File: src/rtl/lsu_stage.sv
// lsu_stage: memory-access stage between execute (L2) and write-back (L3).
//
// Accepts an ALU result and store data from L2. Loads and stores run against
// the data RAM through a req/gnt/rvalid handshake. While an access is in
// flight the upstream pipeline is stalled. Load data is aligned and extended
// before it is registered into L3. The register file has no write enable, so
// every cycle that must not write drives rd_l3 = 0.
//
// Ports:
//   clk, rst                   rising-edge clock, synchronous active-high reset
//   valid_l2, load_l2,         L2 instruction: valid, memory op type,
//   store_l2, funct3_l2,       access size, destination register,
//   rd_l2, alu_q_l2, wdata_l2  ALU result / byte address, store data
//   stall_l2                   hold L2 and upstream (combinational)
//   valid_l3, load_l3, err_l3  L3 valid, L3 is a load, L3 is a faulting access
//   rd_l3, alu_q_l3,           write-back destination (0 = no write),
//   ram_rdata_l3               registered ALU result, aligned load data
//   ram_req, ram_we, ram_addr, RAM request side: request, write, word address,
//   ram_wdata, ram_wstrb       lane-replicated store data, byte strobes
//   ram_gnt, ram_rvalid,       RAM response side: request accepted,
//   ram_rdata                  read data valid, read word
module lsu_stage #(
  parameter int AW = 32
) (
  input  logic          clk,
  input  logic          rst,
  input  logic          valid_l2,
  input  logic          load_l2,
  input  logic          store_l2,
  input  logic [2:0]    funct3_l2,
  input  logic [4:0]    rd_l2,
  input  logic [31:0]   alu_q_l2,
  input  logic [31:0]   wdata_l2,
  output logic          stall_l2,
  output logic          valid_l3,
  output logic          load_l3,
  output logic          err_l3,
  output logic [4:0]    rd_l3,
  output logic [31:0]   alu_q_l3,
  output logic [31:0]   ram_rdata_l3,
  output logic          ram_req,
  output logic          ram_we,
  output logic [AW-1:0] ram_addr,
  output logic [31:0]   ram_wdata,
  output logic [3:0]    ram_wstrb,
  input  logic          ram_gnt,
  input  logic          ram_rvalid,
  input  logic [31:0]   ram_rdata
);

  typedef enum logic [1:0] {
    S_IDLE = 2'd0,
    S_REQ  = 2'd1,
    S_RESP = 2'd2
  } state_e;

  // Size/alignment legality: H needs addr[0]=0, W needs addr[1:0]=0,
  // funct3 011/110/111 are never legal.
  function automatic logic access_ok(input logic [2:0] f3, input logic [1:0] off);
    logic ok;
    case (f3)
      3'b000, 3'b100: ok = 1'b1;
      3'b001, 3'b101: ok = ~off[0];
      3'b010:         ok = (off == 2'b00);
      default:        ok = 1'b0;
    endcase
    return ok;
  endfunction

  // Byte strobes for a store of the given size at byte offset off.
  function automatic logic [3:0] store_strb(input logic [2:0] f3, input logic [1:0] off);
    logic [3:0] strb;
    case (f3[1:0])
      2'b00:   strb = 4'b0001 << off;
      2'b01:   strb = 4'b0011 << off;
      2'b10:   strb = 4'b1111;
      default: strb = 4'b0000;
    endcase
    return strb;
  endfunction

  // Store data replicated to every lane so the strobes alone pick the target.
  function automatic logic [31:0] store_data(input logic [2:0] f3, input logic [31:0] wd);
    logic [31:0] d;
    case (f3[1:0])
      2'b00:   d = {4{wd[7:0]}};
      2'b01:   d = {2{wd[15:0]}};
      default: d = wd;
    endcase
    return d;
  endfunction

  // Select the addressed byte/half of the read word and extend it.
  function automatic logic [31:0] align_load(input logic [2:0] f3, input logic [1:0] off,
                                              input logic [31:0] word);
    logic [7:0]  b;
    logic [15:0] h;
    logic [31:0] d;
    case (off)
      2'b00:   b = word[7:0];
      2'b01:   b = word[15:8];
      2'b10:   b = word[23:16];
      2'b11:   b = word[31:24];
      default: b = 8'h00;
    endcase
    h = off[1] ? word[31:16] : word[15:0];
    case (f3)
      3'b000:  d = {{24{b[7]}}, b};
      3'b001:  d = {{16{h[15]}}, h};
      3'b100:  d = {24'h00_0000, b};
      3'b101:  d = {16'h0000, h};
      default: d = word;
    endcase
    return d;
  endfunction

  state_e        state_r, state_s;
  logic          mem_op_s, ok_s, capture_s;
  logic          l3_valid_s, l3_load_s, l3_err_s;
  logic [4:0]    l3_rd_s;
  logic [31:0]   l3_alu_s, l3_rdata_s;

  // Captured request and the load context needed when the data returns.
  logic [AW-1:0] req_addr_r;
  logic          req_we_r;
  logic [31:0]   req_wdata_r;
  logic [3:0]    req_wstrb_r;
  logic [2:0]    req_f3_r;
  logic [1:0]    req_off_r;
  logic [4:0]    req_rd_r;
  logic [31:0]   req_alu_r;

  assign mem_op_s  = valid_l2 & (load_l2 | store_l2);
  assign ok_s      = access_ok(funct3_l2, alu_q_l2[1:0]);

  assign ram_req   = (state_r == S_REQ);
  assign ram_we    = req_we_r;
  assign ram_addr  = req_addr_r;
  assign ram_wdata = req_wdata_r;
  assign ram_wstrb = req_wstrb_r;

  // Next-state, stall and next L3 contents; bubble is the default.
  always_comb begin
    state_s    = state_r;
    stall_l2   = 1'b0;
    capture_s  = 1'b0;
    l3_valid_s = 1'b0;
    l3_load_s  = 1'b0;
    l3_err_s   = 1'b0;
    l3_rd_s    = 5'd0;
    l3_alu_s   = alu_q_l3;
    l3_rdata_s = ram_rdata_l3;
    case (state_r)
      S_IDLE: begin
        l3_alu_s = alu_q_l2;
        if (mem_op_s && ok_s) begin
          capture_s = 1'b1;
          stall_l2  = 1'b1;
          state_s   = S_REQ;
        end else if (mem_op_s) begin
          // Faulting access retires in one cycle without touching the RAM.
          l3_valid_s = 1'b1;
          l3_err_s   = 1'b1;
        end else begin
          l3_valid_s = valid_l2;
          l3_rd_s    = valid_l2 ? rd_l2 : 5'd0;
        end
      end
      S_REQ: begin
        if (ram_gnt && req_we_r) begin
          // Store retires on grant; release L2 in the same cycle.
          l3_valid_s = 1'b1;
          l3_alu_s   = req_alu_r;
          state_s    = S_IDLE;
        end else if (ram_gnt) begin
          stall_l2 = 1'b1;
          state_s  = S_RESP;
        end else begin
          stall_l2 = 1'b1;
        end
      end
      S_RESP: begin
        if (ram_rvalid) begin
          l3_valid_s = 1'b1;
          l3_load_s  = 1'b1;
          l3_rd_s    = req_rd_r;
          l3_alu_s   = req_alu_r;
          l3_rdata_s = align_load(req_f3_r, req_off_r, ram_rdata);
          state_s    = S_IDLE;
        end else begin
          stall_l2 = 1'b1;
        end
      end
      default: begin
        state_s = S_IDLE;
      end
    endcase
  end

  // FSM state register.
  always_ff @(posedge clk) begin
    if (rst) begin
      state_r <= S_IDLE;
    end else begin
      state_r <= state_s;
    end
  end

  // L3 pipeline registers and the held RAM request.
  always_ff @(posedge clk) begin
    if (rst) begin
      valid_l3     <= 1'b0;
      load_l3      <= 1'b0;
      err_l3       <= 1'b0;
      rd_l3        <= 5'd0;
      alu_q_l3     <= 32'd0;
      ram_rdata_l3 <= 32'd0;
      req_addr_r   <= {AW{1'b0}};
      req_we_r     <= 1'b0;
      req_wdata_r  <= 32'd0;
      req_wstrb_r  <= 4'b0000;
      req_f3_r     <= 3'b000;
      req_off_r    <= 2'b00;
      req_rd_r     <= 5'd0;
      req_alu_r    <= 32'd0;
    end else begin
      valid_l3     <= l3_valid_s;
      load_l3      <= l3_load_s;
      err_l3       <= l3_err_s;
      rd_l3        <= l3_rd_s;
      alu_q_l3     <= l3_alu_s;
      ram_rdata_l3 <= l3_rdata_s;
      if (capture_s) begin
        req_addr_r  <= {alu_q_l2[AW-1:2], 2'b00};
        req_we_r    <= store_l2;
        req_wdata_r <= store_l2 ? store_data(funct3_l2, wdata_l2) : 32'd0;
        req_wstrb_r <= store_l2 ? store_strb(funct3_l2, alu_q_l2[1:0]) : 4'b0000;
        req_f3_r    <= funct3_l2;
        req_off_r   <= alu_q_l2[1:0];
        req_rd_r    <= rd_l2;
        req_alu_r   <= alu_q_l2;
      end
    end
  end

endmodule

File: config.mk
export PLATFORM = sky130hd
export DESIGN_NAME = lsu_stage
export DESIGN_NICKNAME = d
export VERILOG_FILES = /design/src/rtl/lsu_stage.sv
export SDC_FILE = /design/constraint.sdc
export NUM_CORES = 1
export LEC_CHECK = 0
export CAP_MARGIN = 20
export CORE_MARGIN = 8
export CORE_UTILIZATION = 48
export DETAILED_ROUTE_END_ITERATION = 7
export HOLD_SLACK_MARGIN = 0.08
export PLACE_DENSITY = 0.86
export SYNTH_ARGS = -nofsm -noshare
export SYNTH_HDL_FRONTEND = slang
export SYNTH_SLANG_ARGS = --single-unit
File: constraint.sdc
create_clock -name clk -period 4.65 [get_ports clk]
set_input_delay 0.6975 -clock clk [delete_from_list [all_inputs] [get_ports clk]]
set_output_delay 0.6975 -clock clk [all_outputs]
set_load 0.005 [all_outputs]
**Yosys cells after proc, flatten, opt, wreduce, memory -nomap -nowiden**

Cells that the tools add are included.

- Equal/unequal tests: 18
- Shifts and indexed selects: 2
- Reductions and logical operators: 16
- Mux-type cells: 32
- Bitwise logic cells: 5

Operator list:

| kind | number |
|---|---|
| one-hot mux 32 bit (4 select lines) | 1 |
| two-way mux 32 bit | 3 |
| one-hot mux 32 bit (3 select lines) | 1 |
| one-hot mux 32 bit (2 select lines) | 1 |
| one-hot mux 8 bit (4 select lines) | 1 |
| two-way mux 5 bit | 4 |
| two-way mux 16 bit | 1 |
| equality test 3 bit (second input constant) | 4 |
| one-hot mux 4 bit (3 select lines) | 1 |
| one-hot mux 5 bit (2 select lines) | 1 |
| two-way mux 1 bit | 9 |
| one-hot mux 1 bit (3 select lines) | 3 |
| equality test 2 bit (second input constant) | 4 |
| zero test 2 bit | 4 |
| two-way mux 2 bit | 4 |
| equality test 2 x 1 -> 1 bit (second input constant) | 3 |
| equality test 3 x 1 -> 1 bit (second input constant) | 2 |
| zero test 3 bit | 2 |
| one-hot mux 2 bit (3 select lines) | 1 |
| AND reduction 3 bit | 2 |
| OR reduction 2 bit | 3 |
| two-way mux 4 bit | 1 |
| inequality test 2 bit (second input constant) | 2 |
| << shifter 1 x 2 -> 4 bit (first input constant) | 1 |
| 11 further kinds | 14 |

- Register bits: 183
- Logic and storage cells: 88
- Output and inout bits: 143

**Depth between registers and ports, before layout**

- Depth after elaboration: 6
- Mapped depth: 8

**Worst setup path before layout**

No wires, ideal clock.

- Path kind: input to output
- From: input port alu_q_l2[0]
- To: output port stall_l2
- Buffers on the path: 3
- Cell stages on the path: 6
- Arrival time: 1.936 ns
- Setup slack: 2.017 ns
- Cell sequence: buf_6 -> or4_4 -> a21o_1 -> clkbuf_1 -> buf_2 -> a21oi_1

- Word-level cells in the longest chain between the ends: 5
- Elaborated cells on any way between the ends: 6

RTL lines:

| element | line | text |
|---|---|---|
| start: declaration | 32 | `input logic [31:0] alu_q_l2,` |
| zero test 2 bit or NOT 1 bit (tied branches) | 64, 63 |  |
| one-hot mux 1 bit (3 select lines) * | 61 | `case (f3)` |
| logical AND 1 bit * | 156 | `if (mem_op_s && ok_s) begin` |
| two-way mux 1 bit * | 156 |  |
| one-hot mux 1 bit (3 select lines) * | 153 | `case (state_r)` |
| end: declaration | 34 | `output logic stall_l2,` |

Every way passes the cells marked *; elsewhere a longest branch is shown, timed or not.

**Final worst setup path**

Same ends and word-level chain as after synthesis.

==> results.md <==
* Hpwl dp at 15.1 mm
* GPL Wtd Cong at 0.827
* Initial DRC Count at 369
* Area leader, netlist: dfxtp_1
* Worst hold stages at 2
* R2R cell count at 4
* Number of antenna violations at the first check in global routing at 0
* CTS clk-pin slew, worst paths at 60 ps
* Chip Height at 136 um
* Maxcap violations at 0
* TritonCTS clock tree: yes
* Lkg Pwr at 3.53 nW
* Comb pwr share at 0.256
* Largest net degree at the start of global routing at 76
* Worst vdd ir at 0.248 mV
* Post-synthesis sequential area ratio at 0.439
* Antenna cells at 0
* Die ar. at 18400 um^2
* CP Capture Type: primary output
* Final hold violation count at 0
* Synth Cell Area at 6880 um^2
* WP data arrival at 2770 ps
* Reg-to-Reg Start: req_alu_r[1]$_SDFFE_PP0P_
* Clock root buffer: clkbuf_16
* Worst slew pin tran at 1040 ps
* Tot GR Track Use at 0.226
* Clock sinks at 151
* Synth unique cells at 45
* Post-synth ARST share at 0
* Top cell type's share of synthesized area at 0.439
* I/O Buffers at 251
* Total gr overflow at 0
* Fmax at 0.288 GHz
* Crit path required time at 3950 ps
* Placed Cells incl. Taps at 1152
* Switching share of power at 0.281
* Post-CTS setup buffer count at 0
* Top cells by area, synth: dfxtp_1 (44%), a21oi_1 (7.6%), mux2i_1 (7.4%)
* First-pass GRT wire length at 33.0 mm
* WS Path Type: input port to primary output
* TritonCTS buffer count at 17
* Fraction of layout cells with a size suffix above 1 at 0.0657
* CP Launch Type: input port
* # IOs at 254
* Sw power at 1.11 mW
* Final instance area at 9760 um^2
* Pre-antenna DRT Iters at 5
* RSZ-0062 raised after global routing: no
* Reg-to-reg critical path endpoint: ram_rdata_l3[16]$_SDFFE_PP0P_
* Final WL at 21.4 mm
* Starting density of the core at 0.494
* PwrDens at 404 nW/um^2
* Crit-path max FO at 9
* Status: completed
* DR DRC count at 0
* DR WL/cell at 18.1 um
* Hold crit path type: register to register
* Yosys reg bits at 151
* Syn_area_per_cell at 8.50 um^2
* Vias at 6421
* Yosys warns at 0
* Max-slew violations at 0
* Main synth FF type: dfxtp_1
* Cell with the most instances after synthesis: dfxtp_1
* Post-DP Area at 9150 um^2
* Hold Crit Start: ram_wdata[17]$_SDFFE_PP0P_
* Hold-fix buffers, CTS at 0
* Worst-Skew Late Latency at 420 ps
* Non-filler cells, final at 1184
* Setup slack after layout at 1180 ps
* Clk pwr share at 0.358
* Rows at 43
* Internal cell power at 2.83 mW
* Setup TNS at 0 ps
* Worst Hold Path EP: ram_wdata[17]$_SDFFE_PP0P_
* Reg power frac at 0.386
* R2R setup slack at 2280 ps
* Die Wd at 136 um
* DR vias/cell at 5.42
* Number of global-route vias before repair at 6126
* Min Clock Period, post-route at 3470 ps
* Post-CTS resize count at 0
* Core area at 13900 um^2
* Antenna viol nets, final at 0
* Clock buffer depth at 2
* # setup viols final at 0
* Period utilization at 0.747
* Post-synth EDFFs at 0
* Place WS at 1170 ps
* Area Overhead vs Synth at 41.8%
* NumNets Final at 1106
* Mapped Cells at 810
* # fillers at 1103
* Top post-synthesis cells by count: dfxtp_1 (151), nand2_1 (128), a21oi_1 (104), nor2_1 (74), a211oi_1 (61)
* Final Skew at 7.37 ps
* Worst relative slew slack at 0.305
* H-tree depth at 4
[stage by stage]
step | utilization | hold slack [ps] | power [mW]
2_1_floorplan | - | 436 | 2.07
3_3_place_gp | 0.657 | 437 | 2.54
3_5_place_dp | 0.657 | 443 | 2.56
4_1_cts | 0.700 | 451 | 3.97
5_1_grt | 0.700 | 460 | 4.12
6_report | 0.700 | 450 | 3.94
[routing by layer]
metal | vias up | wire length, um | track usage
met3 | 36 | 1890 | 0.0861
met5 | - | 0 | 0
met4 | 0 | 567 | 0.0919
li1 | 3168 | - | -
met1 | 2995 | 8440 | 0.253
met2 | 222 | 10500 | 0.379
[sequential cells by signal (all words and copies together) (netlist names), 2 cells and up]
name	count
req_f3_r	3
ram_rdata_l3	32
rd_l3	5
req_alu_r	31
state_r	2
ram_wdata	32
ram_wstrb	4
alu_q_l3	32
req_rd_r	5
[worst max-delay path by stage]
stage / startpoint / end / slack (ps) / cells after the start
4_1_cts: alu_q_l2[0] / stall_l2 / 1170 / 5
6_report: alu_q_l2[0] / stall_l2 / 1180 / 5
2_1_floorplan: alu_q_l2[0] / stall_l2 / 2020 / 6
5_1_grt: alu_q_l2[0] / stall_l2 / 1130 / 5
3_5_place_dp: alu_q_l2[0] / stall_l2 / 1170 / 5
3_3_place_gp: alu_q_l2[0] / stall_l2 / 1200 / 5
[layout make-up]
class / count / area, um^2 / share of cell area
tap: 180 / 225 / 0.0231
clock inverter: 12 / 149 / 0.0153
timing repair buffer: 262 / 2590 / 0.266
sequential: 151 / 3020 / 0.310
inverter: 14 / 52.6 / 0.00538
multi-input combinational: 545 / 3260 / 0.334
clock buffer: 20 / 457 / 0.0468
[cell usage in the layout, fill, tap and decap left out, types with 2 or more instances in the layout]
cell type	count
a211oi_1	61
nor3_1	8
clkinv_2	4
clkbuf_16	17
clkdlybuf4s50_1	250
clkinvlp_4	4
a22oi_1	5
a221oi_1	2
nor2b_1	3
mux2i_1	51
inv_1	14
nor3b_1	2
o21bai_1	9
conb_1	2
bufinv_16	3
a32o_1	7
buf_4	12
mux2_2	9
nand2b_1	4
o2bb2ai_1	18
dfxtp_1	151
clkbuf_8	2
ha_1	3
nor2_1	74
nand3_1	16
nand2_1	128
a211oi_2	5
o21ai_0	13
a21oi_1	104
[logic make-up after synthesis]
logic type | Yosys count | share of synthesized area
other cells | 1 | 0.000545
simple gates | 241 | 0.143
mux | 60 | 0.0889
buf+inv | 115 | 0.0902
compound gates | 238 | 0.231
flops | 151 | 0.439
fa+ha+maj | 4 | 0.00727
[power groups by stage]
stage / combinational, mW / sequential, mW / clock [mW]
finish: 1.01 / 1.52 / 1.41
global route: 1.09 / 1.54 / 1.49
CTS: 1.02 / 1.52 / 1.43
detailed placement: 1.01 / 1.55 / 0
global placement: 0.999 / 1.54 / 0
floorplan: 0.522 / 1.55 / 0
[critical path, stage by stage]
cell	delay, ps
clkdlybuf4s50_1	560
or4_4	590
a21o_2	250
a21oi_1	150
clkdlybuf4s50_1	530
(Power assumes the default switching activity.)
==> patch 1: new RTL, same flow settings <==
Set the parameter `AW` to 16 (it was 32).
--- a/src/rtl/lsu_stage.sv
+++ b/src/rtl/lsu_stage.sv
@@ -20,7 +20,7 @@
 //   ram_gnt, ram_rvalid,       RAM response side: request accepted,
 //   ram_rdata                  read data valid, read word
 module lsu_stage #(
-  parameter int AW = 32
+  parameter int AW = 16
 ) (
   input  logic          clk,
   input  logic          rst,
Interface: changed (resized ram_addr); port bits go from 254 to 238. No check against the original RTL was run, so the function may have changed too.
==> patch 1 against the original RTL <==
Wire length decreased by 1.7%; combinational power about the same; die area decreased by 0.27%; sequential cell count unchanged; hold slack improved by 2.4 ps; area after synthesis decreased by 0.31%; total power increased by 0.23%; worst setup slack improved by 17 ps; critical path type unchanged; design area decreased by 0.10%.
==> patch 1: results (changes against the original RTL) <==
stage	metric	value	unit	change
hold_path	hp-start	req_alu_r[24]		was ram_wdata[17]
critical_path	reg2reg_depth	6		was 4
place	place_ws	1209	ps	was 1174 ps
hold_path	hold_path_class	reg2reg		unchanged
critical_path	rrSetupSlack	2480	ps	was 2280 ps
yosys	synth_fa_ha_area_share	0.7295	%	was 0.7273%
power_and_ir_drop	p_leak	3.533	nW	was 3.532 nW
finish	drive_above_1_share	8.190	%	was 6.574%
route	drt_iter0_drc	537		was 369
sta	slew_headroom	29.84	%	was 30.51%
yosys	synth_cell_type_count	48		was 45
route	wl_met3	1723	um	was 1886 um
critical_path	cp_max_fo	9		unchanged
hold_path	holdPathEnd	req_alu_r[24]		was ram_wdata[17]
sta	finalCritPeriodShare	74.31	%	was 74.67%
finish	layout.cells.non_filler	1169		was 1184
route	num_vias	6403		was 6421
yosys	ys_seq_area_share	44.06	%	was 43.93%
critical_path	rr_endpoint	ram_rdata_l3[3]		was ram_rdata_l3[16]
place	dp_hpwl	14360	um	was 15130 um
sta	fin_hold_ws	452.2	ps	was 449.8 ps
global_routing	grt_pass1_wl	32730	um	was 32950 um
yosys	ys_top_cells_by_count	dfxtp_1 (151), nand2_1 (128), a21oi_1 (104)		unchanged
global_routing	grt_start_max_net_pins	92		was 76
route	wl	21050	um	was 21420 um
route	wl_met2	10060	um	was 10530 um
route	dr.pass1.iters	6		was 5
critical_path	worstPathArrival	2760	ps	was 2770 ps
yosys	avgSynthCellArea	8.640	um^2	was 8.496 um^2
route	wl_met1	8633	um	was 8436 um
yosys	synth_xor_area_share	0	%	unchanged
place	dp_cells	1135		was 1152
yosys	synth_area_leaders	dfxtp_1 (44%), a21oi_1 (7.6%), mux2i_1 (7.4%)		unchanged
place	routabilityCongestion	0.8765		was 0.8270
global_routing	grt_pass1_vias	6166		was 6126
sta	skew	7.486	ps	was 7.367 ps
yosys	synth-compound-area-share	24.42	%	was 23.05%
yosys	synth.area.mux_share	8.918	%	was 8.891%
outcome	status	finished clean		unchanged
critical_path	reg2reg_from	state_r[0]		was req_alu_r[1]
finish	fillCellCount	1072		was 1103
power_and_ir_drop	p_int	2.849	mW	was 2.834 mW
-- patch 1: cell types whose count changed after synthesis, moves of 2 or more --
cell,unedited run,this run
buf_4,33,18
o2bb2ai_1,18,9
o2bb2ai_2,1,9
a211oi_1,61,57
a211oi_2,6,10
buf_2,10,8
-- patch 1: routing by layer --
metal | vias up | track usage (%)
met5 | - | 0
met4 | 0 | 10.86
met3 | 39 | 6.899
met2 | 245 | 35.61
met1 | 2979 | 26.58
li1 | 3140 | -
-- patch 1: final cells by class --
type                    instances  area share, %
clock buffers                  21          4.825
clock inverters                11          1.502
inverters                      14         0.5390
multi-input cells             545          34.38
flip-flops and latches        151          31.01
well taps                     180          2.310
repair buffers                247          25.44
-- patch 1: power by group through the flow --
stage	Sequential [mW]	Combinational (mW)	Clock [mW]
2_1_floorplan	1.54	0.523	0
3_3_place_gp	1.54	0.985	0
3_5_place_dp	1.55	0.997	0
4_1_cts	1.52	1.00	1.45
5_1_grt	1.53	1.10	1.51
6_report	1.51	1.01	1.43
==> patch 2: new RTL, same flow settings <==
Without the edit above. Encoding of `state_e`: now one-hot (3 bits for 3 states).
--- a/src/rtl/lsu_stage.sv
+++ b/src/rtl/lsu_stage.sv
@@ -48,10 +48,10 @@
   input  logic [31:0]   ram_rdata
 );
 
-  typedef enum logic [1:0] {
-    S_IDLE = 2'd0,
-    S_REQ  = 2'd1,
-    S_RESP = 2'd2
+  typedef enum logic [2:0] {
+    S_IDLE = 3'b001,
+    S_REQ  = 3'b010,
+    S_RESP = 3'b100
   } state_e;
 
   // Size/alignment legality: H needs addr[0]=0, W needs addr[1:0]=0,
Behaviour: same outputs for any inputs over 4 cycles, from zero or initial values and one cycle with rst high; so few cycles prove little.
==> patch 2 against the original RTL <==
Worst setup slack improved by 110 ps; design area grew 0.86%; sequential cell count is 1 higher; wire length up 2.3%; clock power rose by 13%; area after synthesis decreased by 0.42%; critical path depth is the same; sequential share of layout area down 0.060 points; combinational power increased by 30%; total power grew 16%; critical endpoint unchanged; largest power group unchanged; highest routed layer unchanged.
==> patch 2: results (changes against the original RTL) <==
stage	metric	value	unit	change
critical_path	slowest_stage	clkdlybuf4s50_1		was or4_4
critical_path	reg2reg_from	state_r[2]		was req_alu_r[1]
finish	layout.cells.non_filler	1214		was 1184
critical_path	startpoint	alu_q_l2[1]		was alu_q_l2[0]
power_and_ir_drop	p_int	3.224	mW	was 2.834 mW
finish	drive_above_1_share	6.770	%	was 6.574%
yosys	synth-compound-area-share	20.76	%	was 23.05%
finish	multi_input_area_share	33.24	%	was 33.41%
sta	skew	9.341	ps	was 7.367 ps
finish	n_all_buffers	264		was 262
finish	clock_area_share	6.915	%	was 6.205%
outcome	status	finished clean		unchanged
route	viasPerCell	5.516		was 5.423
route	drt_iter0_drc	402		was 369
finish	multi_input_cells	583		was 545
finish	sh_seq_area	30.91	%	was 30.97%
finish	design.seq.count	152		was 151
yosys	synth_cells	840		was 810
global_routing	met1_usage	27.26	%	was 25.35%
critical_path	worstPathArrival	2670	ps	was 2770 ps
yosys	synth.area.mux_share	4.291	%	was 8.891%
power_and_ir_drop	p_leak	3.437	nW	was 3.532 nW
place	dp_hpwl	15230	um	was 15130 um
sta	finalCritPeriodShare	72.35	%	was 74.67%
power_and_ir_drop	ir_drop	0.3332	mV	was 0.2481 mV
critical_path	reg2reg_depth	5		was 4
global_routing	grt_start_max_net_pins	75		was 76
yosys	synth_fa_ha_area_share	0	%	was 0.7273%
route	wl_per_cell	18.05	um	was 18.09 um
yosys	ys_seq_area_share	44.40	%	was 43.93%
finish	nonClkBufAreaFrac	26.49	%	was 26.56%
place	routabilityCongestion	0.8446		was 0.8270
yosys	synth_cell_type_count	54		was 45
global_routing	grt_use_met3	8.642	%	was 8.605%
global_routing	grtUsageTotal	23.41	%	was 22.64%
place	place_ws	1302	ps	was 1174 ps
critical_path	rrSetupSlack	2090	ps	was 2280 ps
global_routing	grt_pass1_wl	34340	um	was 32950 um
finish	fin_util	70.64	%	was 70.04%
finish	nets	1133		was 1106
sta	worst_pin_slew	1056	ps	was 1042 ps
critical_path	rr_endpoint	alu_q_l3[31]		was ram_rdata_l3[16]
place	placed_cell_area	9163	um^2	was 9154 um^2
critical_path	cp_max_fo	7		was 9
finish	antenna_cells	0		unchanged
-- patch 2: changes by cell type in the layout (fill, tap and decap cells not counted), sizes merged, moves of 8 or more --
cell    before  now
nand3b       1   10
a211oi      67   33
mux2i       51   17
nand2      128  194
inv         15    6
a21oi      105   75
o21bai       9    1
a311oi       0   32
-- patch 2: cells by family (layout without fill, tap and decap cells) --
kind of cell	after synthesis	after routing
buffers and inverters	106	299
multiplexers	27	27
XOR/XNOR	2	2
AO/OA/AOI/OAI	205	205
flip-flops	152	152
AND/OR/NAND/NOR	347	347
other	1	2
-- patch 2: power by group through the flow --
stage | combinational (mW) | sequential [mW] | clock (mW)
floorplan | 0.730 | 1.65 | 0
global placement | 1.28 | 1.66 | 0
detailed placement | 1.31 | 1.67 | 0
CTS | 1.32 | 1.65 | 1.62
global route | 1.43 | 1.67 | 1.68
finish | 1.31 | 1.65 | 1.60
-- patch 2: routing by layer --
layer  wire length [um]  share of wire [%]  up-vias
li1                   -                  -     3247
met5                  0                  0        -
met3               1877                8.6       55
met4                855                3.9        0
met2              10320                 47      267
met1               8859                 40     3127
-- patch 2: worst min path at each step --
stage	slack [ps]	startpoint	depth (start not counted)	endpoint
after floorplan	440	req_rd_r[0]	2	req_rd_r[0]
after global placement	440	ram_wdata[2]	2	ram_wdata[2]
after detailed placement	440	ram_wdata[19]	2	ram_wdata[19]
after CTS	450	ram_wdata[19]	2	ram_wdata[19]
after global routing	470	req_rd_r[1]	2	req_rd_r[1]
final	450	ram_wdata[19]	2	ram_wdata[19]
-- patch 2: worst min-delay path, cell delays in order, from the launching register on --
cell     delay [ps]
dfxtp_1         310
nand2_1          50
a21oi_1          50
